<file path="config.mk">
export PLATFORM = sky130hd
export DESIGN_NAME = ob_table_cnt_csa_pipe
export DESIGN_NICKNAME = d
export VERILOG_FILES = /design/src/rtl/ob_table_cnt_csa_pipe.sv
export SDC_FILE = /design/constraint.sdc
export NUM_CORES = 1
export LEC_CHECK = 0
export BUFFER_PORTS_ARGS = -buffer_cell sky130_fd_sc_hd__buf_4
export CAP_MARGIN = 20
export CORE_UTILIZATION = 51
export DETAILED_ROUTE_END_ITERATION = 16
export HOLD_SLACK_MARGIN = 0.15
export PLACE_DENSITY = 0.76
export SLEW_MARGIN = 15
export SYNTH_ARGS = -nofsm -noshare
export SYNTH_HDL_FRONTEND = slang
export SYNTH_SLANG_ARGS = --single-unit
</file>
<file path="constraint.sdc">
create_clock -name clk -period 1.5 [get_ports clk]
set_input_delay 0.3 -clock clk [delete_from_list [all_inputs] [get_ports clk]]
set_output_delay 0.3 -clock clk [all_outputs]
set_load 0.03 [all_outputs]
</file>
<file path="src/rtl/ob_table_cnt_csa_pipe.sv">
// Pipelined 3:2 carry-save tree reducing N words to a sum/carry pair.
// Define OB_TABLE_CNT_CSA_PIPE_CPA_EN to add a carry-propagate stage.
module ob_table_cnt_csa_pipe #(
  parameter int W = 32,
  parameter int N = 8
) (
  input  logic           clk,
  input  logic           rst,
  input  logic           in_vld,
  input  logic [N*W-1:0] in_x,
  output logic           in_rdy,
  output logic           out_vld,
  input  logic           out_rdy,
  output logic [W-1:0]   s_w,
  output logic [W-1:0]   c_w,
  output logic [W-1:0]   sum_w,
  output logic           busy
);

  function automatic int nxt_cnt(input int n);
    return 2 * (n / 3) + (n % 3);
  endfunction

  function automatic int lvl_cnt(input int n);
    int l;
    int m;
    l = 0;
    m = n;
    while (m > 2) begin
      m = nxt_cnt(m);
      l++;
    end
    return l;
  endfunction

  function automatic int cnt_at(input int k);
    int m;
    m = N;
    for (int i = 0; i < k; i++) m = nxt_cnt(m);
    return m;
  endfunction

  localparam int L = lvl_cnt(N);
  localparam int D = (L < 1) ? 1 : L;
`ifdef OB_TABLE_CNT_CSA_PIPE_CPA_EN
  localparam int T = D + 1;
`else
  localparam int T = D;
`endif

  logic [T-1:0] vld;
  logic [T-1:0] ld;
  logic         full_c;

  // Stage k may load unless it and every stage after it are full
  // while the consumer stalls.
  always_comb begin
    full_c = 1'b1;
    ld     = '0;
    for (int k = T - 1; k >= 0; k--) begin
      full_c = full_c & vld[k];
      ld[k]  = out_rdy | ~full_c;
    end
  end

  for (genvar k = 0; k < T; k++) begin : g_stg
    localparam int NI = cnt_at(k);
    localparam int NO = cnt_at(k + 1);
    localparam int NG = NI / 3;
    localparam int NR = NI % 3;

    logic [NI-1:0][W-1:0] li;
    logic [NO-1:0][W-1:0] dat_d;
    logic [NO-1:0][W-1:0] dat_q;
    logic                 vin;
    logic                 vld_q;

    if (k == 0) begin : g_head
      assign li  = in_x;
      assign vin = in_vld;
    end else begin : g_body
      assign li  = g_stg[k-1].dat_q;
      assign vin = vld[k-1];
    end

    always_comb begin
      dat_d = '0;
      for (int g = 0; g < NG; g++) begin
        dat_d[2*g] = li[3*g] ^ li[3*g+1] ^ li[3*g+2];
        dat_d[2*g+1] = ((li[3*g] & li[3*g+1])
                      | (li[3*g] & li[3*g+2])
                      | (li[3*g+1] & li[3*g+2])) << 1;
      end
      for (int j = 0; j < NR; j++) begin
        dat_d[2*NG+j] = li[3*NG+j];
      end
    end

    always_ff @(posedge clk) begin
      if (rst) begin
        vld_q <= 1'b0;
        dat_q <= '0;
      end else if (ld[k]) begin
        vld_q <= vin;
        if (vin) dat_q <= dat_d;
      end
    end

    assign vld[k] = vld_q;
  end

`ifdef OB_TABLE_CNT_CSA_PIPE_CPA_EN
  logic [W-1:0] sum_q;
  logic [W-1:0] sum_d;

  assign sum_d = g_stg[D-1].dat_q[0] + g_stg[D-1].dat_q[1];

  // Rides alongside the delayed s/c pair in the last stage.
  always_ff @(posedge clk) begin
    if (rst) begin
      sum_q <= '0;
    end else if (ld[T-1] && vld[T-2]) begin
      sum_q <= sum_d;
    end
  end

  assign sum_w = sum_q;
`else
  assign sum_w = '0;
`endif

  assign s_w     = g_stg[T-1].dat_q[0];
  assign c_w     = g_stg[T-1].dat_q[1];
  assign out_vld = vld[T-1];
  assign busy    = |vld;
  assign in_rdy  = ld[0];

endmodule

</file>
==> results of run 1 <==
-- power groups by stage --
stage | Clock, uW | Sequential [uW] | Combinational, uW
6_report | 12700 | 13900 | 4270
3_3_place_gp | 0 | 14000 | 3380
3_5_place_dp | 0 | 14100 | 3450
5_1_grt | 13200 | 13900 | 4550
2_1_floorplan | 0 | 13800 | 1950
4_1_cts | 12700 | 13800 | 3830
-- critical path: stages, from the launching register on --
cell and delay, ns:
dfxtp_2 0.34, or4_4 0.55, buf_6 0.16
-- sequential cells by signal (all words and copies together), names as in the netlist --
signal and count:
c_w 30, s_w 32, g_stg.vld_q 3, out_vld 1
g_stg.dat_q 410
-- layout make-up --
| class | instances | area share, % |
|---|---|---|
| clock inverters | 19 | 0.7721 |
| clock buffers | 68 | 4.737 |
| multi-input cells | 1656 | 41.01 |
| well taps | 585 | 2.428 |
| inverters | 6 | 0.1121 |
| diodes | 1 | 0.008303 |
| repair buffers | 551 | 19.28 |
| flip-flops and latches | 476 | 31.66 |
-- per-stage QoR --
stage	power [uW]	setup TNS, ns	hold WS [ns]	utilization [%]	std cells
finish	30800	-31.15	0.1567	69.97	3362
global route	31650	-43.98	0.1760	69.97	3362
CTS	30280	-13.09	0.1510	66.10	3318
detailed placement	17510	-1.853	0.4608	59.15	3138
global placement	17410	-0.4217	0.4486	59.15	3138
floorplan	15790	0	0.4352	-	2389
-- Yosys cell counts --
cell / n / share of area (%)
inv_2: 3 / 0.051
buf_2: 8 / 0.18
buf_1: 25 / 0.42
nor2_1: 1 / 0.017
xor2_1: 2 / 0.079
o21ai_0: 268 / 6.0
buf_6: 14 / 0.71
nand3_1: 282 / 6.3
conb_1: 1 / 0.017
nor2b_1: 1 / 0.028
nor3b_1: 2 / 0.067
mux2i_1: 188 / 8.5
nand3b_1: 1 / 0.034
o21ai_1: 14 / 0.32
or4_1: 1 / 0.034
dfxtp_1: 476 / 43
fa_1: 182 / 16
o41ai_1: 2 / 0.079
nand2b_1: 1 / 0.028
ha_1: 3 / 0.17
nand2_1: 376 / 6.3
xnor2_1: 2 / 0.079
buf_4: 42 / 1.4
and4b_1: 1 / 0.045
clkbuf_1: 162 / 2.7
inv_1: 3 / 0.051
a41oi_1: 2 / 0.079
xor3_1: 4 / 0.43
a21oi_1: 287 / 6.5
and3b_1: 1 / 0.039
nand4b_1: 1 / 0.039
-- path summary, 6_finish.rpt --
check	cells after the start	to
max	2	busy
min	4	g_stg[0].dat_q[108]$_SDFFE_PP0P_
max reg2reg	8	g_stg[0].dat_q[16]$_SDFFE_PP0P_
min reg2reg	2	g_stg[1].dat_q[104]$_SDFFE_PP0P_
-- logic make-up (layout without fill, tap and decap cells) --
logic type	after synthesis	count (layout)	synth area share, %
AO/OA/AOI/OAI	573	573	12.96
XOR/XNOR	8	8	0.5850
adder cells (fa/ha/maj)	185	185	16.55
buffers and inverters	257	644	5.563
flip-flops	476	476	42.84
multiplexers	188	188	8.460
other	1	35	0.01686
AND/OR/NAND/NOR	668	668	13.02
-- repair_timing --
item                                   CTS  global route
cloned                                  15            30
hold buffers                            67             0
resized for setup                       57           338
setup endpoints to repair               62           381
pin swaps                                7            83
endpoints found under the hold margin   67             0
setup buffers                           11            21
-- metal layers --
| metal | routed length [um] | share of wire, % |
|---|---|---|
| met5 | 13 | 0.017 |
| met4 | 5544 | 7.2 |
| met3 | 6297 | 8.1 |
| met2 | 37400 | 48 |
| met1 | 28040 | 36 |
==> tab_implementation.tex, run 1 <==
\begin{tabular}{lr}
\hline
Metric & Value \\
\hline
\multicolumn{2}{l}{\textbf{Worst setup path}} \\
Data arrival time of the worst path & 1.64 ns \\
Startpoint of the worst register-to-register path & g\_stg[2].vld\_q\$\_SDFFE\_PP0P\_ \\
Maximum fanout along the worst path & 4 \\
Worst Path Class, Setup & flop to output pin \\
Kind of capture point of the worst setup path & output pin \\
R2r setup slk & -0.25 ns \\
Timing startpoint of the critical path & out\_vld\$\_SDFFE\_PP0P\_ \\
Startpoint types & flop \\
Required time at the worst-slack endpoint & 1.20 ns \\
\multicolumn{2}{l}{\textbf{Route}} \\
WL/cell & 22.99 um \\
Violation count after the first detailed-route iteration & 2845 \\
Router iterations before antenna repair & 6 \\
DRC violations left & 0 \\
Per-cell via count in the routed design & 5.928 \\
Number of nets with antenna violations after detailed routing & 0 \\
Total wirelength of the detailed-routed design & 77.30 mm \\
Number of vias in the routed layout & 19930 \\
\multicolumn{2}{l}{\textbf{CTS}} \\
Number of buffers inserted during clock tree synthesis & 48 \\
Maximum level of the CTS H-tree & 2 \\
CTS Buffer Depth & 3 \\
Clock latency reported for the late side of the worst-skew pair & 0.59 ns \\
Clock sink count & 476 \\
Clock Pin Slew Worst Setup and Hold Paths & 0.07 ns \\
Clock tree from TritonCTS & done \\
CTS Root Cell & clkbuf\_16 \\
\multicolumn{2}{l}{\textbf{Finish}} \\
Final-stage net count & 3184 \\
Fillcell total & 2890 \\
Top library cells by usage in the layout, fill and taps aside & 472 x dfxtp\_1, 376 x nand2\_1, 361 x buf\_4 \\
Multi-input gate area & 12360 sq um \\
Relative area change from synthesis to final layout & 35.51\% \\
Most common library cell in the layout ignoring fill and taps & dfxtp\_1 \\
Register area & 9542 sq um \\
Area of all placed cells without fillers & 30140 sq um \\
Proportion of layout cells with a drive suffix above 1 & 26.55\% \\
\multicolumn{2}{l}{\textbf{Power and ir drop}} \\
Net Sw Frac & 26.23\% \\
Total leakage power & 0.01233 uW \\
Gate power share & 13.9\% \\
Power share of the clock group & 41.2\% \\
Largest voltage drop on the vdd net & 760.8 uV \\
Switch Pwr & 8077 uW \\
Sequential share of power & 45.0\% \\
Power density over the cells & 1022 nW/um\^{}2 \\
Cell internal pwr & 22720 uW \\
\multicolumn{2}{l}{\textbf{Placement}} \\
Final HPWL DP & 48.67 mm \\
I/O Buffers & 324 \\
Cell area after placement & 25480 sq um \\
Final RePlAce weighted congestion & 0.8937 \\
Placement Setup Slack & -0.08213 ns \\
\multicolumn{2}{l}{\textbf{Synthesis}} \\
Mapped Avg Cell Area & 9.441 sq um \\
Netlist area before placement & 22240 sq um \\
Post-Syn Instances & 2356 \\
Register bit count reported by yosys & 476 \\
YS warnings & 0 \\
Unique masters post-synth & 31 \\
Share of the yosys chip area belonging to registers & 42.84\% \\
\multicolumn{2}{l}{\textbf{Floorplan}} \\
Chip Height & 210.8 um \\
Area of the die & 44450 sq um \\
Die width & 210.8 um \\
Number of I/O pins & 359 \\
Number of rows in the core area & 76 \\
Core area & 43080 sq um \\
Initial core utilization & 51.64\% \\
\multicolumn{2}{l}{\textbf{Timing}} \\
Final Cycle Share & 129.1\% \\
Unrepaired setup endpoints after global routing & true \\
Final setup margin & -0.4358 ns \\
Max Clock Skew & 0.02177 ns \\
Number of max-slew violations in the final report & 0 \\
Hold Fails Final Rpt & 0 \\
Fmax & 0.5166 GHz \\
Clock period minus final worst setup slack & 1.936 ns \\
Measured slew at the worst slew-check pin & 0.7226 ns \\
Headroom to the max-slew limit & 51.82\% \\
\# setup viols final & 316 \\
\multicolumn{2}{l}{\textbf{Global routing}} \\
Overall overflow remaining after global route & 0 \\
Most utilized layer in the global route result & met2 \\
GRT Total Usage & 31.41\% \\
Met2 GRT Util & 52.92\% \\
Met3 capacity usage during global routing & 4.936\% \\
Pin count of the biggest net entering global routing & 86 \\
First-pass GRT wire length & 107.2 mm \\
Met1 track demand over resource in global routing & 38.47\% \\
Number of global-route vias before repair & 19210 \\
Antenna violations before repair & 3 \\
\multicolumn{2}{l}{\textbf{Flow run}} \\
Number of violations of the max-capacitance limit & 0 \\
\multicolumn{2}{l}{\textbf{Worst hold path}} \\
Classification of the worst-slack hold path & input pin to flop \\
Hold Crit Start & in\_x[139] \\
\multicolumn{2}{l}{\textbf{Run status}} \\
Failing checks & negative setup slack \\
Result of the run & finished with violations \\
\hline
\end{tabular}
Power figures use the tool's default switching activity.
==> run 2: changes to the inputs <==
--- a/config.mk
+++ b/config.mk
@@ -11,6 +11,7 @@
 export DETAILED_ROUTE_END_ITERATION = 16
 export HOLD_SLACK_MARGIN = 0.15
 export PLACE_DENSITY = 0.76
+export REMOVE_ABC_BUFFERS = 1
 export SLEW_MARGIN = 15
 export SYNTH_ARGS = -nofsm -noshare
 export SYNTH_HDL_FRONTEND = slang
==> tab_implementation.tex, run 2 (synthesis results as in run 1) <==
\begin{tabular}{lr}
\hline
Metric & Value \\
\hline
\multicolumn{2}{l}{\textbf{Run status}} \\
Result of the run & finished with violations (unchanged) \\
Failing checks & negative setup slack (unchanged) \\
\multicolumn{2}{l}{\textbf{Worst setup path}} \\
Max incr delay on CP & 0.52 ns (was 0.55 ns) \\
Worst Path Class, Setup & flop to output pin (unchanged) \\
Data arrival time of the worst path & 1.75 ns (was 1.64 ns) \\
Maximum fanout along the worst path & 3 (was 4) \\
Total buffers and inverters traversed by the critical path & 2 (was 1) \\
Cell family contributing the most delay on the critical path & simple AND/OR/NAND/NOR gates (unchanged) \\
Most numerous cell on the critical path & buf\_6 \\
Required time at the worst-slack endpoint & 1.20 ns (about the same) \\
Startpoint types & flop (unchanged) \\
R2r setup slk & -0.37 ns (was -0.25 ns) \\
Cell-by-cell listing of the critical path & buf\_6, or4\_4, buf\_6 (was or4\_4, buf\_6) \\
Slowest CP cell & or4\_4 (unchanged) \\
Kind of capture point of the worst setup path & output pin (unchanged) \\
\multicolumn{2}{l}{\textbf{Route}} \\
Router iterations before antenna repair & 6 (unchanged) \\
DRC violations left & 0 (unchanged) \\
Number of vias in the routed layout & 20880 (was 19930) \\
Number of nets with antenna violations after detailed routing & 0 (unchanged) \\
Violation count after the first detailed-route iteration & 2305 (was 2845) \\
Total wirelength of the detailed-routed design & 81.05 mm (was 77.30 mm) \\
Per-cell via count in the routed design & 5.969 (was 5.928) \\
WL/cell & 23.17 um (was 22.99 um) \\
\multicolumn{2}{l}{\textbf{Finish}} \\
Register area & 9547 sq um (was 9542 sq um) \\
Area of all placed cells without fillers & 32810 sq um (was 30140 sq um) \\
Final-stage net count & 3320 (was 3184) \\
Top library cells by usage in the layout, fill and taps aside & 468 x dfxtp\_1, 380 x buf\_4, 376 x nand2\_1 (was 472 x dfxtp\_1, 376 x nand2\_1, 361 x buf\_4) \\
Number of flip-flops in the largest register & 410 (unchanged) \\
Register name with the most flops & g\_stg.dat\_q (unchanged) \\
Proportion of layout cells with a drive suffix above 1 & 31.58\% (was 26.55\%) \\
Share of the core filled with cells & 76.17\% (was 69.97\%) \\
Relative area change from synthesis to final layout & 47.52\% (was 35.51\%) \\
Fillcell total & 2571 (was 2890) \\
Most common library cell in the layout ignoring fill and taps & dfxtp\_1 (unchanged) \\
Multi-input gate area & 13360 sq um (was 12360 sq um) \\
Inserted Diodes & 0 (was 1) \\
\multicolumn{2}{l}{\textbf{Global routing}} \\
Pin count of the biggest net entering global routing & 100 (was 86) \\
Most utilized layer in the global route result & met2 (unchanged) \\
Met2 GRT Util & 54.32\% (was 52.92\%) \\
GRT Total Usage & 31.64\% (was 31.41\%) \\
Number of global-route vias before repair & 20780 (was 19210) \\
First-pass GRT wire length & 110.4 mm (was 107.2 mm) \\
Antenna violations before repair & 0 (was 3) \\
Met1 track demand over resource in global routing & 39.12\% (was 38.47\%) \\
Met3 capacity usage during global routing & 5.590\% (was 4.936\%) \\
Overall overflow remaining after global route & 0 (unchanged) \\
\multicolumn{2}{l}{\textbf{Timing}} \\
\# setup viols final & 463 (was 316) \\
Measured slew at the worst slew-check pin & 0.7183 ns (was 0.7226 ns) \\
Clock period minus final worst setup slack & 2.048 ns (was 1.936 ns) \\
Headroom to the max-slew limit & 52.11\% (was 51.82\%) \\
Fmax & 0.4883 GHz (was 0.5166 GHz) \\
Hold Fails Final Rpt & 0 (unchanged) \\
Final Cycle Share & 136.5\% (was 129.1\%) \\
Max Clock Skew & 0.02183 ns (was 0.02177 ns) \\
Final setup margin & -0.5479 ns (was -0.4358 ns) \\
TNS Setup & -88.04 ns (was -31.15 ns) \\
Unrepaired setup endpoints after global routing & true (unchanged) \\
Number of max-slew violations in the final report & 0 (unchanged) \\
\multicolumn{2}{l}{\textbf{Placement}} \\
Final RePlAce weighted congestion & 0.8064 (was 0.8937) \\
I/O Buffers & 324 (unchanged) \\
Final HPWL DP & 38.85 mm (was 48.67 mm) \\
Cell area after placement & 25670 sq um (was 25480 sq um) \\
Placement Setup Slack & -0.2537 ns (was -0.08213 ns) \\
\multicolumn{2}{l}{\textbf{Floorplan}} \\
Initial core utilization & 51.64\% (unchanged) \\
Number of I/O pins & 359 (unchanged) \\
Die width & 210.8 um (unchanged) \\
Core area & 43080 sq um (unchanged) \\
Number of rows in the core area & 76 (unchanged) \\
Area of the die & 44450 sq um (unchanged) \\
Chip Height & 210.8 um (unchanged) \\
\multicolumn{2}{l}{\textbf{CTS}} \\
Maximum level of the CTS H-tree & 2 (unchanged) \\
Clock Pin Slew Worst Setup and Hold Paths & 0.06 ns (was 0.07 ns) \\
Clock latency reported for the late side of the worst-skew pair & 0.60 ns (was 0.59 ns) \\
CTS Root Cell & clkbuf\_16 (unchanged) \\
Number of buffers inserted during clock tree synthesis & 49 (was 48) \\
Clock tree from TritonCTS & done (unchanged) \\
Clock sink count & 476 (unchanged) \\
CTS Buffer Depth & 3 (unchanged) \\
\multicolumn{2}{l}{\textbf{Power and ir drop}} \\
Largest voltage drop on the vdd net & 810.5 uV (was 760.8 uV) \\
Total leakage power & 0.01315 uW (was 0.01233 uW) \\
Power density over the cells & 950.5 nW/um\^{}2 (was 1022 nW/um\^{}2) \\
\multicolumn{2}{l}{\textbf{Worst hold path}} \\
Classification of the worst-slack hold path & input pin to flop (unchanged) \\
\multicolumn{2}{l}{\textbf{Flow run}} \\
Number of violations of the max-capacitance limit & 0 (unchanged) \\
\hline
\end{tabular}
[run 2: changes by cell type in the layout (fill, tap and decap cells not counted), sizes merged]
cell and delta:
buf +54, clkinv -4, clkinvlp +1, bufbuf +3, inv +1, dlygate4sd3 +81
diode -1, bufinv -1, nand2b +2
[run 2: final timing paths]
check | startpoint | end | cells past startpoint
worst min-delay path | in_x[54] | g_stg[0].dat_q[55]$_SDFFE_PP0P_ | 4
worst max-delay path | g_stg[1].vld_q$_SDFFE_PP0P_ | busy | 3
worst max register to register | g_stg[1].vld_q$_SDFFE_PP0P_ | g_stg[0].dat_q[42]$_SDFFE_PP0P_ | 10
worst min register to register | g_stg[1].dat_q[114]$_SDFFE_PP0P_ | g_stg[1].dat_q[114]$_SDFFE_PP0P_ | 2
[run 2: cell type report]
| class | instances | share of cell area, % |
|---|---|---|
| clock buffers | 73 | 4.568 |
| clock inverters | 16 | 0.6025 |
| inverters | 6 | 0.1068 |
| multi-input cells | 1658 | 40.73 |
| flip-flops and latches | 476 | 29.09 |
| well taps | 585 | 2.231 |
| repair buffers | 684 | 22.67 |
[run 2: layer usage]
metal,share of wire (%),vias to the layer above
met5,0,-
met4,5.3,0
met3,9.4,340
met2,49,1230
met1,36,10250
li1,-,9056
[run 2: stage by stage]
step           instances  hold slack, ns  total power [uW]
3_3_place_gp        3152          0.4475             17210
3_5_place_dp        3152          0.4619             17310
6_report            3498          0.1520             31190
4_1_cts             3458          0.1500             30630
2_1_floorplan       2138          0.3691             15890
5_1_grt             3498          0.1570             32140
[run 2: worst register-to-register path: stages, from the launching register on]
cell and delay [ns]:
dfxtp_4 0.35, buf_6 0.12, buf_6 0.10, and4b_4 0.19
a21oi_4 0.22, buf_12 0.16, buf_8 0.10, buf_8 0.10
buf_12 0.10, buf_16 0.12, mux2i_4 0.23
[run 2: repair_timing]
item | 4_1_cts | 5_1_grt
cloned | 32 | 28
hold endpoints to repair | 122 | 0
setup endpoints to repair | 273 | 444
gates resized for setup | 293 | 351
pin swaps | 92 | 99
setup buffers | 38 | 31
hold buffers | 148 | 0
[run 2: power by group]
group / internal, uW / switching [uW]
combinational: 2230 / 2300
clock: 7590 / 5320
sequential: 13200 / 524
